<file path="src/rtl/du_frame_tx.sv">
// Debug-unit transmit framer: captures a pipeline-latch snapshot and streams it as a
// header + payload byte frame over valid/ready. Define DU_FRAME_CHECKSUM_EN to append an XOR checksum byte.
module du_frame_tx #(
  parameter int unsigned          NB_DATA  = 341,
  parameter int unsigned          NB_BYTE  = 8,
  parameter logic [NB_BYTE-1:0]   HDR_BYTE = 8'hA5
) (
  input  logic               i_clk,
  input  logic               i_reset_n,
  input  logic               i_start,
  input  logic [NB_DATA-1:0] i_data,
  input  logic               i_tx_ready,
  output logic [NB_BYTE-1:0] o_tx_data,
  output logic               o_tx_valid,
  output logic               o_busy,
  output logic               o_done,
  output logic [5:0]         o_byte_idx
);

  localparam int unsigned N_BYTES = (NB_DATA + NB_BYTE - 1) / NB_BYTE;
  localparam int unsigned NB_SNAP = N_BYTES * NB_BYTE;
  localparam int unsigned NB_IDX  = 6;
  localparam logic [NB_IDX-1:0] LAST_IDX = NB_IDX'(N_BYTES - 1);

  typedef enum logic [2:0] {
    ST_IDLE = 3'd0,
    ST_HDR  = 3'd1,
    ST_DATA = 3'd2,
`ifdef DU_FRAME_CHECKSUM_EN
    ST_CHK  = 3'd3,
`endif
    ST_DONE = 3'd4
  } state_e;

  state_e               state_q, state_d;
  logic [NB_SNAP-1:0]   snap_q, snap_d;
  logic [NB_IDX-1:0]    idx_q, idx_d;
  logic [NB_BYTE-1:0]   tx_data_q, tx_data_d;
  logic                 tx_valid_q, tx_valid_d;
  logic                 busy_q, busy_d;
  logic                 done_q, done_d;
`ifdef DU_FRAME_CHECKSUM_EN
  logic [NB_BYTE-1:0]   csum_q, csum_d;
`endif
  logic                 xfer;

  assign xfer = tx_valid_q & i_tx_ready;

  // State and datapath registers
  always_ff @(posedge i_clk or negedge i_reset_n) begin
    if (!i_reset_n) begin
      state_q    <= ST_IDLE;
      snap_q     <= '0;
      idx_q      <= '0;
      tx_data_q  <= '0;
      tx_valid_q <= 1'b0;
      busy_q     <= 1'b0;
      done_q     <= 1'b0;
`ifdef DU_FRAME_CHECKSUM_EN
      csum_q     <= '0;
`endif
    end else begin
      state_q    <= state_d;
      snap_q     <= snap_d;
      idx_q      <= idx_d;
      tx_data_q  <= tx_data_d;
      tx_valid_q <= tx_valid_d;
      busy_q     <= busy_d;
      done_q     <= done_d;
`ifdef DU_FRAME_CHECKSUM_EN
      csum_q     <= csum_d;
`endif
    end
  end

  // Snapshot is consumed by shifting right one byte per payload transfer
  always_comb begin
    state_d    = state_q;
    snap_d     = snap_q;
    idx_d      = idx_q;
    tx_data_d  = tx_data_q;
    tx_valid_d = tx_valid_q;
    busy_d     = busy_q;
    done_d     = 1'b0;
`ifdef DU_FRAME_CHECKSUM_EN
    csum_d     = csum_q;
`endif
    case (state_q)
      ST_IDLE: begin
        if (i_start) begin
          snap_d     = NB_SNAP'(i_data);
          state_d    = ST_HDR;
          busy_d     = 1'b1;
          tx_valid_d = 1'b1;
          tx_data_d  = HDR_BYTE;
          idx_d      = '0;
`ifdef DU_FRAME_CHECKSUM_EN
          csum_d     = '0;
`endif
        end
      end
      ST_HDR: begin
        if (xfer) begin
          state_d   = ST_DATA;
          idx_d     = '0;
          tx_data_d = snap_q[NB_BYTE-1:0];
          snap_d    = snap_q >> NB_BYTE;
`ifdef DU_FRAME_CHECKSUM_EN
          csum_d    = csum_q ^ tx_data_q;
`endif
        end
      end
      ST_DATA: begin
        if (xfer) begin
`ifdef DU_FRAME_CHECKSUM_EN
          csum_d = csum_q ^ tx_data_q;
`endif
          if (idx_q == LAST_IDX) begin
`ifdef DU_FRAME_CHECKSUM_EN
            state_d   = ST_CHK;
            tx_data_d = csum_q ^ tx_data_q;
`else
            state_d    = ST_DONE;
            tx_valid_d = 1'b0;
            done_d     = 1'b1;
`endif
          end else begin
            idx_d     = idx_q + NB_IDX'(1);
            tx_data_d = snap_q[NB_BYTE-1:0];
            snap_d    = snap_q >> NB_BYTE;
          end
        end
      end
`ifdef DU_FRAME_CHECKSUM_EN
      ST_CHK: begin
        if (xfer) begin
          state_d    = ST_DONE;
          tx_valid_d = 1'b0;
          done_d     = 1'b1;
        end
      end
`endif
      ST_DONE: begin
        state_d   = ST_IDLE;
        busy_d    = 1'b0;
        idx_d     = '0;
        tx_data_d = '0;
      end
      default: begin
        state_d = ST_IDLE;
      end
    endcase
  end

  assign o_tx_data  = tx_data_q;
  assign o_tx_valid = tx_valid_q;
  assign o_busy     = busy_q;
  assign o_done     = done_q;
  assign o_byte_idx = idx_q;

endmodule

</file>
<file path="config.mk">
export PLATFORM = sky130hd
export DESIGN_NAME = du_frame_tx
export DESIGN_NICKNAME = d
export VERILOG_FILES = /design/src/rtl/du_frame_tx.sv
export SDC_FILE = /design/constraint.sdc
export NUM_CORES = 1
export LEC_CHECK = 0
export ABC_CLOCK_PERIOD_IN_PS = 2300
export BUFFER_PORTS_ARGS = -buffer_cell sky130_fd_sc_hd__buf_4
export CAP_MARGIN = 5
export CORE_MARGIN = 2
export CORE_UTILIZATION = 50
export CTS_CLUSTER_SIZE = 40
export DETAILED_ROUTE_END_ITERATION = 16
export PLACE_DENSITY = 0.75
export REMOVE_ABC_BUFFERS = 1
export SYNTH_ARGS = -nofsm -noshare
export SYNTH_HDL_FRONTEND = slang
export SYNTH_SLANG_ARGS = --single-unit
</file>
<file path="constraint.sdc">
create_clock -name i_clk -period 2.3 [get_ports i_clk]
set_clock_uncertainty 0.2 [all_clocks]
set_input_delay 0.115 -clock i_clk [delete_from_list [all_inputs] [get_ports i_clk]]
set_output_delay 0.115 -clock i_clk [all_outputs]
set_load 0.02 [all_outputs]
</file>
Word level (Yosys, flattened, before mapping). Index checks and enable logic that the tools add are counted.

Bits in registers: 364. Bits of input ports: 345. Output and inout bits: 17. Word-level logic and storage cells: 56.

$add $sub $neg: 1. Equal/unequal tests: 9. Multiplexer cells: 28. Bitwise operators: 1. Reduce and logical (&&, ||, !) cells: 10.

Operator list (number): two-way mux 344 bit (4); case mux 344 bit (3 select lines) (1); two-way mux 8 bit (4); case mux 8 bit (4 select lines) (1); two-way mux 6 bit (4); case mux 6 bit (4 select lines) (1); two-way mux 3 bit (4); inequality test 2 bit, second input constant (5); AND reduction 5 bit (2); case mux 3 bit (3 select lines) (1); AND reduction 4 bit (2); adder 6 x 1 -> 6 bit, second input constant (1); equality test 6 bit, second input constant (1); two-way mux 1 bit (6); case mux 1 bit (2 select lines) (2); nonzero test 2 bit (2); nonzero test 4 bit (1); equality test 3 x 1 -> 1 bit, second input constant (1); equality test 3 x 2 -> 1 bit, second input constant (1); equality test 3 bit, second input constant (1); zero test 3 bit (1); nonzero test 3 bit (1); AND reduction 2 bit (1); bitwise AND 1 bit (1).

Logic depth before layout (Yosys ltp). Gate-level depths: netlist of run 1.

Depth in word-level cells: 4. Gate-level depth with buffers: 9. Gate-level depth less buffers: 6.

Least setup slack after synthesis of run 1. No wires, ideal clock.

Path kind: register to register. From: register idx_q[0] (netlist: o_byte_idx[0]). To: register snap_q[322]. Library setup time: 128 ps. Arrival: 2136 ps. Required time: 1972 ps. Slack: -164 ps. Cell stages (with the launch flop): 9. Buffers on the path: 2. Clock period less this slack: 2464 ps. Path through: dfrtp_1 > inv_1 > ha_1 > and3b_1 > a211oi_4 > a211oi_2 > buf_6 > buf_6 > mux2_1.

Longest elaborated chain between the ends: 3.

Ends and longest elaborated chain: start, declared (RTL line 37) `logic [NB_IDX-1:0] idx_q, idx_d;`; start signal, assigned (RTL line 65) `idx_q <= idx_d;`; equality test 6 bit (RTL line 118) `if (idx_q == LAST_IDX) begin`; inequality test 2 bit (no source line); AND reduction 5 bit (no source line); end signal, assigned (RTL line 64) `snap_q <= snap_d;`; end, declared (RTL line 36) `logic [NB_SNAP-1:0] snap_q, snap_d;`.

No other way between the ends. A chain may end at the register's enable or synchronous reset.

Final worst setup path of run 1.
From: register idx_q[0] (netlist: o_byte_idx[0]). To: register snap_q[241].

The elaborated chain is that of the path after synthesis.

==> metrics.txt, run 1 <==
R2R setup slack=-0.12 ns; Worst path depth=9; Hold Crit Class=primary input to flop; Remaining Overflow, GRT=0; Reg-to-Reg End=snap_q[241]; Initial DRC Count=~460; pin count of the biggest net entering global routing=a little under 80; worst path arrival time=about 2.6 ns; Final min period=between 2 and 2.5 ns; Num CTS Buffers=39; Synth async-reset ratio=1.00; Synth Flop Type=dfrtp_1; Skew-Pair Late Insertion Delay=between 0.5 and 0.6 ns; area grow syn2layout=51.3%; Netlist cell types=39; H-Tree Depth=2; Post-synth top cells=mux2_2, dfrtp_1, mux2_1; GRT Total Usage=0.274; fmax=0.413 GHz; Power per Cell Area=1480 nW/µm²; Synth Register Bits=361; vias in the first global route=14800; wire per inst=between 20 and 25 µm; die height=193 µm; Mapped Cells=approximately 1200; setup TNS=-15.20 ns; Post-Synthesis Cell Area=~18000 µm²; DR pass1 iterations=4; area leader, netlist=dfrtp_1; first-pass GRT wire length=about 79 mm; WP buf/inv=4; GRT met3 Usage=0.0482; CTS clk-pin slew, worst paths=about 0.06 ns; CTS tree=done; # setup viols final=~310; crit path cell chain=inv_2, ha_4, and3b_2, a211oi_4, a211oi_4, buf_12, buf_16, buf_16, mux2_2; crit path from=o_byte_idx[0]; worst-case vdd ir drop=roughly 0.91 mV; Max Cap Viol=0; GR Util met1=0.314; slowest stage cell, crit path=dfrtp_1; Worst path max stage delay=around 0.4 ns; nets=approximately 2300; die footprint=~37000 µm²; synth top area cells=dfrtp_1, mux2_2, mux2_1; Final ANT Viol Nets=0; worst setup path endpoint=snap_q[241]; reg-to-reg critical path startpoint=o_byte_idx[0]; I/O Pins=about 360; Final WS setup=-0.123 ns; RSZ-0062 raised after global routing=yes; Slew @ Worst Pin=between 0.5 and 0.6 ns; R2R cell count=9; Syn. warnings=0; crit end category=flop; PortBufs=about 360; kind of critical path=flop to flop; gr busiest metal=met2; Root Driver=clkbuf_16; # DRC=0; post-DP HPWL=between 20 and 30 mm; Clock Sink Count=between 300 and 400; vias per cell=approximately 5.3; Final Hold Viols=0; Tcrit/Tclk final=1.05; Post-Route WL=between 50 and 60 mm; count leader, synth=mux2_2; Clock Path Buffers=3; Starting Density=0.505; Rows=69; max-slew violations=0; post-synthesis sequential area ratio=0.507; Post-DP Area=roughly 22000 µm²; status=finished with violations; area fraction of the dominant cell type after synthesis=0.507; failing checks=setup timing; Post-synth EDFFs=0; Die Wd=between 150 and 200 µm; crit-path max FO=19; Mapped Avg Cell Area=between 10 and 15 µm²; CP required=about 2.5 ns; gpl congestion=between 0.8 and 0.9; Top delay family on crit path=buffers and inverters; share of layout cells above drive strength 1=0.566; Vias=roughly 13000; worst rel slew slack=0.638; fin area=between 20000 and 30000 µm²; Leakage Power=~12 nW; initial antenna violation count=2; core area=between 30000 and 40000 µm²; M2 GR Usage=0.490; Startpoint Class=flop
==> placed cells by master, fill, tap and decap left out, drive strengths merged, types with 2 or more instances in the layout <==
cell	n
ha	2
buf	459
diode	2
dlygate4sd3	345
or2	3
clkinv	7
nor2b	2
a211oi	2
mux2i	14
bufbuf	2
nand2	13
dfrtp	361
inv	15
o21a	6
a22o	4
a21oi	9
nand2b	3
nor2	3
nor3	4
mux2	656
clkbuf	65
o22ai	5
o21ai	21
nand3	7
==> repair_timing <==
action	CTS	global route
resized for setup	25	77
pin swaps	3	1
hold endpoints to repair	707	0
setup endpoints to repair	328	334
cloned	3	7
hold buffers	345	0
buffers inserted	5	7
==> stage by stage <==
stage | cells | setup WS [ns] | hold slack, ns | power, W | util
detailed placement | 2050 | -0.136 | -0.0957 | 0.0302 | 0.610
global placement | 2050 | -0.0824 | -0.0951 | 0.0296 | 0.610
finish | 2484 | -0.123 | 0.240 | 0.0399 | 0.764
floorplan | 1143 | -14.57 | -0.381 | 0.0181 | -
CTS | 2468 | -0.101 | 0.201 | 0.0375 | 0.749
global route | 2483 | -0.171 | 0.238 | 0.0419 | 0.764
==> worst min-delay path by stage <==
stage	start	endpoint	slack, ns	depth (start not counted)
2_1_floorplan	i_reset_n	o_busy	-0.38	0
3_3_place_gp	i_reset_n	snap_q[87]	-0.1	1
3_5_place_dp	i_reset_n	snap_q[95]	-0.1	1
4_1_cts	i_data[337]	snap_q[337]	0.20	4
5_1_grt	i_data[338]	snap_q[338]	0.24	4
6_report	i_data[340]	snap_q[340]	0.24	4
==> cells by family after synthesis <==
group / after synthesis / share of synthesized area
xor+xnor: 1 / 0.000491
fa+ha+maj: 2 / 0.00140
flops: 361 / 0.507
mux: 670 / 0.424
buf+inv: 96 / 0.0361
simple gates: 42 / 0.0121
compound gates: 52 / 0.0188
==> power breakdown <==
part / internal, W / switching, W / total (W)
Combinational: 0.0138 / 0.00835 / 0.0222
Clock: 0.00353 / 0.00252 / 0.00605
Sequential: 0.00976 / 0.00186 / 0.0116
==> flip-flops by register name, summed over array words and instances (netlist names) <==
signal and count:
o_busy 1, o_byte_idx 6, o_done 1, o_tx_data 8, o_tx_valid 1, snap_q 341, state_q 3
==> worst min-delay path: stages <==
cell	delay, ns
dlygate4sd3_1	0.54
buf_4	0.14
nand2_1	0.05
mux2i_1	0.06
==> layer usage <==
layer  wire length (µm)  vias to the layer above
met4               2720                        0
met5                  0                        -
met3               2870                      189
met1              20400                     6586
li1                   -                     5991
met2              27400                      488
==> cell type report <==
class	instances	area (µm²)
sequential	361	9040
multi-input combinational	767	8430
fill	1986	8340
timing repair buffer	813	7650
clock buffer	58	1180
tap	461	577
inverter	15	56.3
clock inverter	7	35.0
antenna	2	5.00
Note: power is estimated with default switching activity, not from simulation.
==> inputs of run 2 (changes only) <==
Settings changed: ABC_AREA set to 1, CORE_UTILIZATION 50 to 51, PLACE_DENSITY 0.75 to 0.76.
==> metrics.txt, run 2 <==
status=completed (was finished with violations); Starting Density=0.521 (was 0.505); Flop pwr share=0.296 (was 0.292); Initial DRC Count=1979 (was 455); core area=35700 µm² (was 35300 µm²); crit end category=flop (unchanged); PortBufs=361 (unchanged); count leader, synth=nand2_1 (was mux2_2); clock power share=0.171 (was 0.152); wire per inst=16.4 µm (was 21.5 µm); WP buf/inv=1 (was 4); Final WS setup=0.0961 ns (was -0.123 ns); Synth Register Bits=361 (unchanged); setup TNS=0 ns (was -15.20 ns); most common cell after layout, fill and taps aside=nand2_1 (was mux2_2); dpl cells=3409 (was 2050); Synth Flop Type=dfrtp_1 (unchanged); max-slew violations=0 (unchanged); Mapped Avg Cell Area=6.87 µm² (was 14.6 µm²); Final Hold Viols=0 (unchanged); Tcrit/Tclk final=0.958 (was 1.05); most used cell, CP=nand2_1; Remaining Overflow, GRT=0 (unchanged); area leader, netlist=dfrtp_1 (unchanged); Clock Sink Count=361 (unchanged); Final min period=2.20 ns (was 2.42 ns); area fraction of the dominant cell type after synthesis=0.485 (was 0.507); RSZ-0062 raised after global routing=no (was yes); crit path cell chain=ha_1, nand3_1, nor2_1, nand2_2, nand2_1, nand3_1, dlygate4sd3_1, nand2_1, nand2_1 (was inv_2, ha_4, and3b_2, a211oi_4, a211oi_4, buf_12, buf_16, buf_16, mux2_2); CTS tree=done (unchanged); die height=195 µm (was 193 µm); vias per cell=5.42 (was 5.34); vias in the first global route=20800 (was 14800); gpl congestion=0.838 (was 0.800); switching part of the total=0.453 (was 0.319); initial antenna violation count=5 (was 2); first-pass GRT wire length=103 mm (was 78.9 mm); fin util=0.752 (was 0.764); pin count of the biggest net entering global routing=124 (was 77); Top delay family on crit path=simple AND/OR/NAND/NOR gates (was buffers and inverters); Final ANT Viol Nets=0 (unchanged); nets=3688 (was 2344); Max Cap Viol=0 (unchanged); hold_ws=0.267 ns (was 0.240 ns); Post-synth top cells=nand2_1, nand3_1, dfrtp_1 (was mux2_2, dfrtp_1, mux2_1); post-place setup slack=0.0878 ns (was -0.136 ns); I/O Pins=362 (unchanged); Slew @ Worst Pin=0.596 ns (was 0.543 ns); Synth async-reset ratio=1.00 (unchanged); Netlist cell types=22 (was 39); kind of critical path=flop to flop (unchanged); H-Tree Depth=2 (unchanged); Finished Layout Cells=3834 (was 2484); # setup viols final=0 (was 309); Post-Synthesis Cell Area=18600 µm² (was 17800 µm²); Psw=0.0170 W (was 0.0127 W); Num CTS Buffers=41 (was 39); Syn. warnings=0 (unchanged); share of layout cells above drive strength 1=0.151 (was 0.566); DR pass1 iterations=6 (was 4); Startpoint Class=flop (unchanged); Vias=20800 (was 13300); Rows=69 (unchanged); GRT Total Usage=0.329 (was 0.274); Hold Crit Class=flop to flop (was primary input to flop); Skew-Pair Late Insertion Delay=0.53 ns (was 0.52 ns); area grow syn2layout=44.4% (was 51.3%); cell-internal power=0.0205 W (was 0.0271 W); CTS clk-pin slew, worst paths=0.06 ns (about the same); die footprint=38000 µm² (was 37200 µm²); synth top area cells=dfrtp_1, nand2_1, nand3_1 (was dfrtp_1, mux2_2, mux2_1); Root Driver=clkbuf_16 (unchanged); Leakage Power=15.0 nW (was 12.2 nW); crit-path max FO=6 (was 19); Gate power share=0.533 (was 0.557); post-DP HPWL=33.5 mm (was 28.8 mm); Post-Route WL=62.8 mm (was 53.4 mm); flip-flop count of the largest register after layout=341 (unchanged); slowest stage cell, crit path=dlygate4sd3_1 (was dfrtp_1); most frequent cells in the layout=nand2_1, buf_4, nand3_1 (was mux2_2, buf_4, dfrtp_1); # DRC=0 (unchanged); worst path arrival time=2.42 ns (was 2.61 ns); Power per Cell Area=1400 nW/µm² (was 1480 nW/µm²); worst rel slew slack=0.602 (was 0.638); largest register by flop count=snap_q (unchanged); CP required=2.51 ns (was 2.49 ns); fmax=0.454 GHz (was 0.413 GHz); Clock Path Buffers=3 (unchanged); worst-case vdd ir drop=0.891 mV (was 0.911 mV); Die Wd=195 µm (was 193 µm); Post-synth EDFFs=0 (unchanged); post-synthesis sequential area ratio=0.485 (was 0.507); Mapped Cells=2709 (was 1224); Worst path max stage delay=0.56 ns (was 0.39 ns)
run 2: cell count changes after synthesis, moves of 81 or more:
cell,previous run,this run
buf_2,26,107
mux2_1,81,0
nand3_1,7,368
mux2_2,565,0
nand2_1,13,1736
run 2: power by group through the flow:
stage	registers (W)	logic, W	clock network, W
after floorplan	0.0105	0.00859	0
after global placement	0.0109	0.0181	0
after detailed placement	0.0110	0.0186	0
after CTS	0.0110	0.0192	0.00647
after global routing	0.0114	0.0224	0.00674
final	0.0111	0.0200	0.00642
run 2: cells by family after synthesis:
| family | share of synthesized area |
|---|---|
| xor gates and xnor gates | 0.000471 |
| adders and majority gates | 0.00134 |
| AOI/OAI and AO/OA | 0.00181 |
| DFF | 0.485 |
| and+or+nand+nor | 0.457 |
| buffers and inverters | 0.0546 |
run 2: layer usage:
layer  vias to the layer above  share of wire  wire length (µm)  GRT usage
met5                         -              0                 0          0
met4                         0          0.048              2990      0.163
met3                       258          0.087              5450     0.0603
met2                      1210           0.48             29900      0.532
met1                      9678           0.39             24500      0.427
li1                       9647              -                 -          -
run 2: cell type report:
type / instances / area, µm²
sequential: 361 / 9040
fill: 2440 / 8870
multi-input combinational: 2140 / 8620
timing repair buffer: 778 / 7250
clock buffer: 61 / 1200
tap: 461 / 577
clock inverter: 9 / 98.8
inverter: 19 / 83.8
antenna: 5 / 12.5
run 2: through the flow:
step / power [W] / instance area, µm²
6_report: 0.0376 / 26900
5_1_grt: 0.0405 / 26900
4_1_cts: 0.0366 / 26800
3_5_place_dp: 0.0297 / 22000
3_3_place_gp: 0.0290 / 22000
2_1_floorplan: 0.0191 / 17700
run 2: worst paths after layout:
path / startpoint / endpoint / slack, ns / depth (start not counted)
setup / recovery: o_byte_idx[1] / o_tx_valid / 0.1 / 9
hold / removal: snap_q[166] / snap_q[166] / 0.27 / 2
setup reg to reg: o_byte_idx[1] / o_tx_valid / 0.1 / 9
hold reg to reg: snap_q[166] / snap_q[166] / 0.27 / 2
max in group asynchronous: i_reset_n / snap_q[244] / 0.58 / 4
min in group asynchronous: i_reset_n / snap_q[56] / 0.50 / 3
run 2: tightest hold or removal path, delay by kind of cell, from the launching register on:
family	cells	cell delay, ns
flip-flops	1	0.34
AND/OR/NAND/NOR	2	0.09
run 2: repair_timing:
| action | in CTS | in global routing |
|---|---|---|
| endpoints found under the hold margin | 707 | 0 |
| buffers inserted | 0 | 2 |
| endpoints found under the setup margin | 0 | 257 |
| hold buffers | 346 | 0 |
| resized for setup | 0 | 9 |
==> inputs of run 3 (changes only) <==
--- a/config.mk
+++ b/config.mk
@@ -13,2 +13,3 @@
 export CORE_UTILIZATION = 51
+export CTS_CLUSTER_DIAMETER = 150
 export CTS_CLUSTER_SIZE = 40
@@ -17,2 +18,3 @@
 export REMOVE_ABC_BUFFERS = 1
+export SLEW_MARGIN = 30
 export SYNTH_ARGS = -nofsm -noshare
--- a/constraint.sdc
+++ b/constraint.sdc
@@ -4,2 +4,2 @@
 set_output_delay 0.115 -clock i_clk [all_outputs]
-set_load 0.02 [all_outputs]
+set_load 0.05 [all_outputs]
==> metrics.txt, run 3 (same netlist as run 2, synthesis figures left out) <==
Startpoint Class=flop (unchanged); Initial DRC Count=2128 (was 1979); Remaining Overflow, GRT=0 (unchanged); fin area=25900 µm² (was 26900 µm²); H-Tree Depth=1 (was 2); worst path arrival time=2.45 ns (was 2.42 ns); largest register by flop count=snap_q (unchanged); worst-case vdd ir drop=1.07 mV (was 0.891 mV); Rows=69 (unchanged); share of layout cells above drive strength 1=0.139 (was 0.151); first-pass GRT wire length=98.4 mm (was 103 mm); Clock Path Buffers=3 (unchanged); kind of critical path=flop to flop (unchanged); Die Wd=195 µm (unchanged); M2 GR Usage=0.508 (was 0.532); Tcrit/Tclk final=0.951 (was 0.958); Starting Density=0.521 (unchanged); die footprint=38000 µm² (unchanged); Finished Layout Cells=3776 (was 3834); Slew @ Worst Pin=0.602 ns (was 0.596 ns); most common cell after layout, fill and taps aside=nand2_1 (unchanged); Power per Cell Area=1310 nW/µm² (was 1400 nW/µm²); GR Util met1=0.420 (was 0.427); crit-path max FO=44 (was 6); Leakage Power=14.5 nW (was 15.0 nW); # DRC=0 (unchanged); Post-DP Area=22000 µm² (unchanged); GRT met3 Usage=0.0427 (was 0.0603); post-DP HPWL=33.5 mm (unchanged); Vias=20400 (was 20800); pin count of the biggest net entering global routing=124 (unchanged); most frequent cells in the layout=nand2_1, buf_4, nand3_1 (unchanged); Clock Sink Count=361 (unchanged); status=completed (unchanged); Num CTS Buffers=13 (was 41); crit end category=flop (unchanged); DR pass1 iterations=6 (unchanged); wire per inst=16.0 µm (was 16.4 µm); PortBufs=361 (unchanged); Final Hold Viols=0 (unchanged); Hold Crit Class=primary input to flop (was flop to flop); Max Cap Viol=0 (unchanged); # setup viols final=0 (unchanged); gr busiest metal=met2 (unchanged); RSZ-0062 raised after global routing=yes (was no); Root Driver=clkbuf_16 (unchanged); worst rel slew slack=0.599 (was 0.602); CTS tree=done (unchanged); dpl cells=3409 (unchanged); total design power=0.0340 W (was 0.0376 W); Post-Route WL=60.3 mm (was 62.8 mm); CTS clk-pin slew, worst paths=0.15 ns (was 0.06 ns); CP required=2.57 ns (was 2.51 ns); vias per cell=5.40 (was 5.42); initial antenna violation count=5 (unchanged); die height=195 µm (unchanged); area grow syn2layout=39.1% (was 44.4%); I/O Pins=362 (unchanged); Final ANT Viol Nets=0 (unchanged); vias in the first global route=20000 (was 20800); flip-flop count of the largest register after layout=341 (unchanged); GRT Total Usage=0.312 (was 0.329); Final min period=2.19 ns (was 2.20 ns); gpl congestion=0.838 (unchanged); fmax=0.457 GHz (was 0.454 GHz); hold_ws=0.254 ns (was 0.267 ns); nets=3658 (was 3688); max-slew violations=0 (unchanged); Skew-Pair Late Insertion Delay=0.53 ns (about the same); core area=35700 µm² (unchanged)
[run 3: cell types whose count changed in the layout (fill, tap and decap cells not counted), sizes merged]
cell    before  now
clkbuf      63   15
clkinv       8    2
bufinv       2    0
buf        430  429
diode        5    4
[run 3: final cells by class]
type,count,area [µm²]
clock inverter,1,30.0
fill,2612,9840
multi-input combinational,2140,8610
antenna,4,10.0
inverter,19,83.8
timing repair buffer,776,7220
sequential,361,9040
clock buffer,14,329
tap,461,577
[run 3: layer usage]
layer  vias up  wire length (µm)
li1       9549                 -
met1      9503             23800
met2      1117             28600
met3       220              5150
met4         2              2730
met5         -                13
[run 3: critical path, stage by stage, from the launching register on]
cell,delay [ns]
dfrtp_2,0.48
ha_1,0.19
nand3_1,0.09
nor2_1,0.08
nand2_2,0.13
inv_2,0.06
nor2_4,0.18
buf_12,0.22
buf_16,0.22
nand3_1,0.12
nand2_1,0.11
[run 3: report_power, final]
part	switching (W)	internal (W)
Combinational	0.0127	0.00723
Clock	0.00201	0.00107
Sequential	0.00162	0.00940
[run 3: path summary, 6_finish.rpt]
check	startpoint	end	slack, ns	cells after the start
worst max-delay path	o_byte_idx[1]	snap_q[337]	0.11	10
worst min register to register	snap_q[55]	snap_q[55]	0.29	2
max in group asynchronous	i_reset_n	snap_q[313]	0.63	4
worst max register to register	o_byte_idx[1]	snap_q[337]	0.11	10
worst min-delay path	i_data[130]	snap_q[130]	0.25	6
min in group asynchronous	i_reset_n	snap_q[56]	0.46	3
[run 3: repair_timing]
item | 4_1_cts | 5_1_grt
gates resized for setup | 0 | 10
endpoints found under the hold margin | 708 | 0
buffers inserted | 0 | 1
endpoints found under the setup margin | 0 | 316
hold buffers | 346 | 0
[run 3: metrics by stage]
stage / TNS [ns] / setup WS, ns / utilization
3_5_place_dp: 0 / 0.0878 / 0.615
5_1_grt: -0.00367 / -0.00225 / 0.725
4_1_cts: 0 / 0.0225 / 0.722
6_report: 0 / 0.112 / 0.725
3_3_place_gp: 0 / 0.202 / 0.615
2_1_floorplan: -4867.20 / -14.09 / -
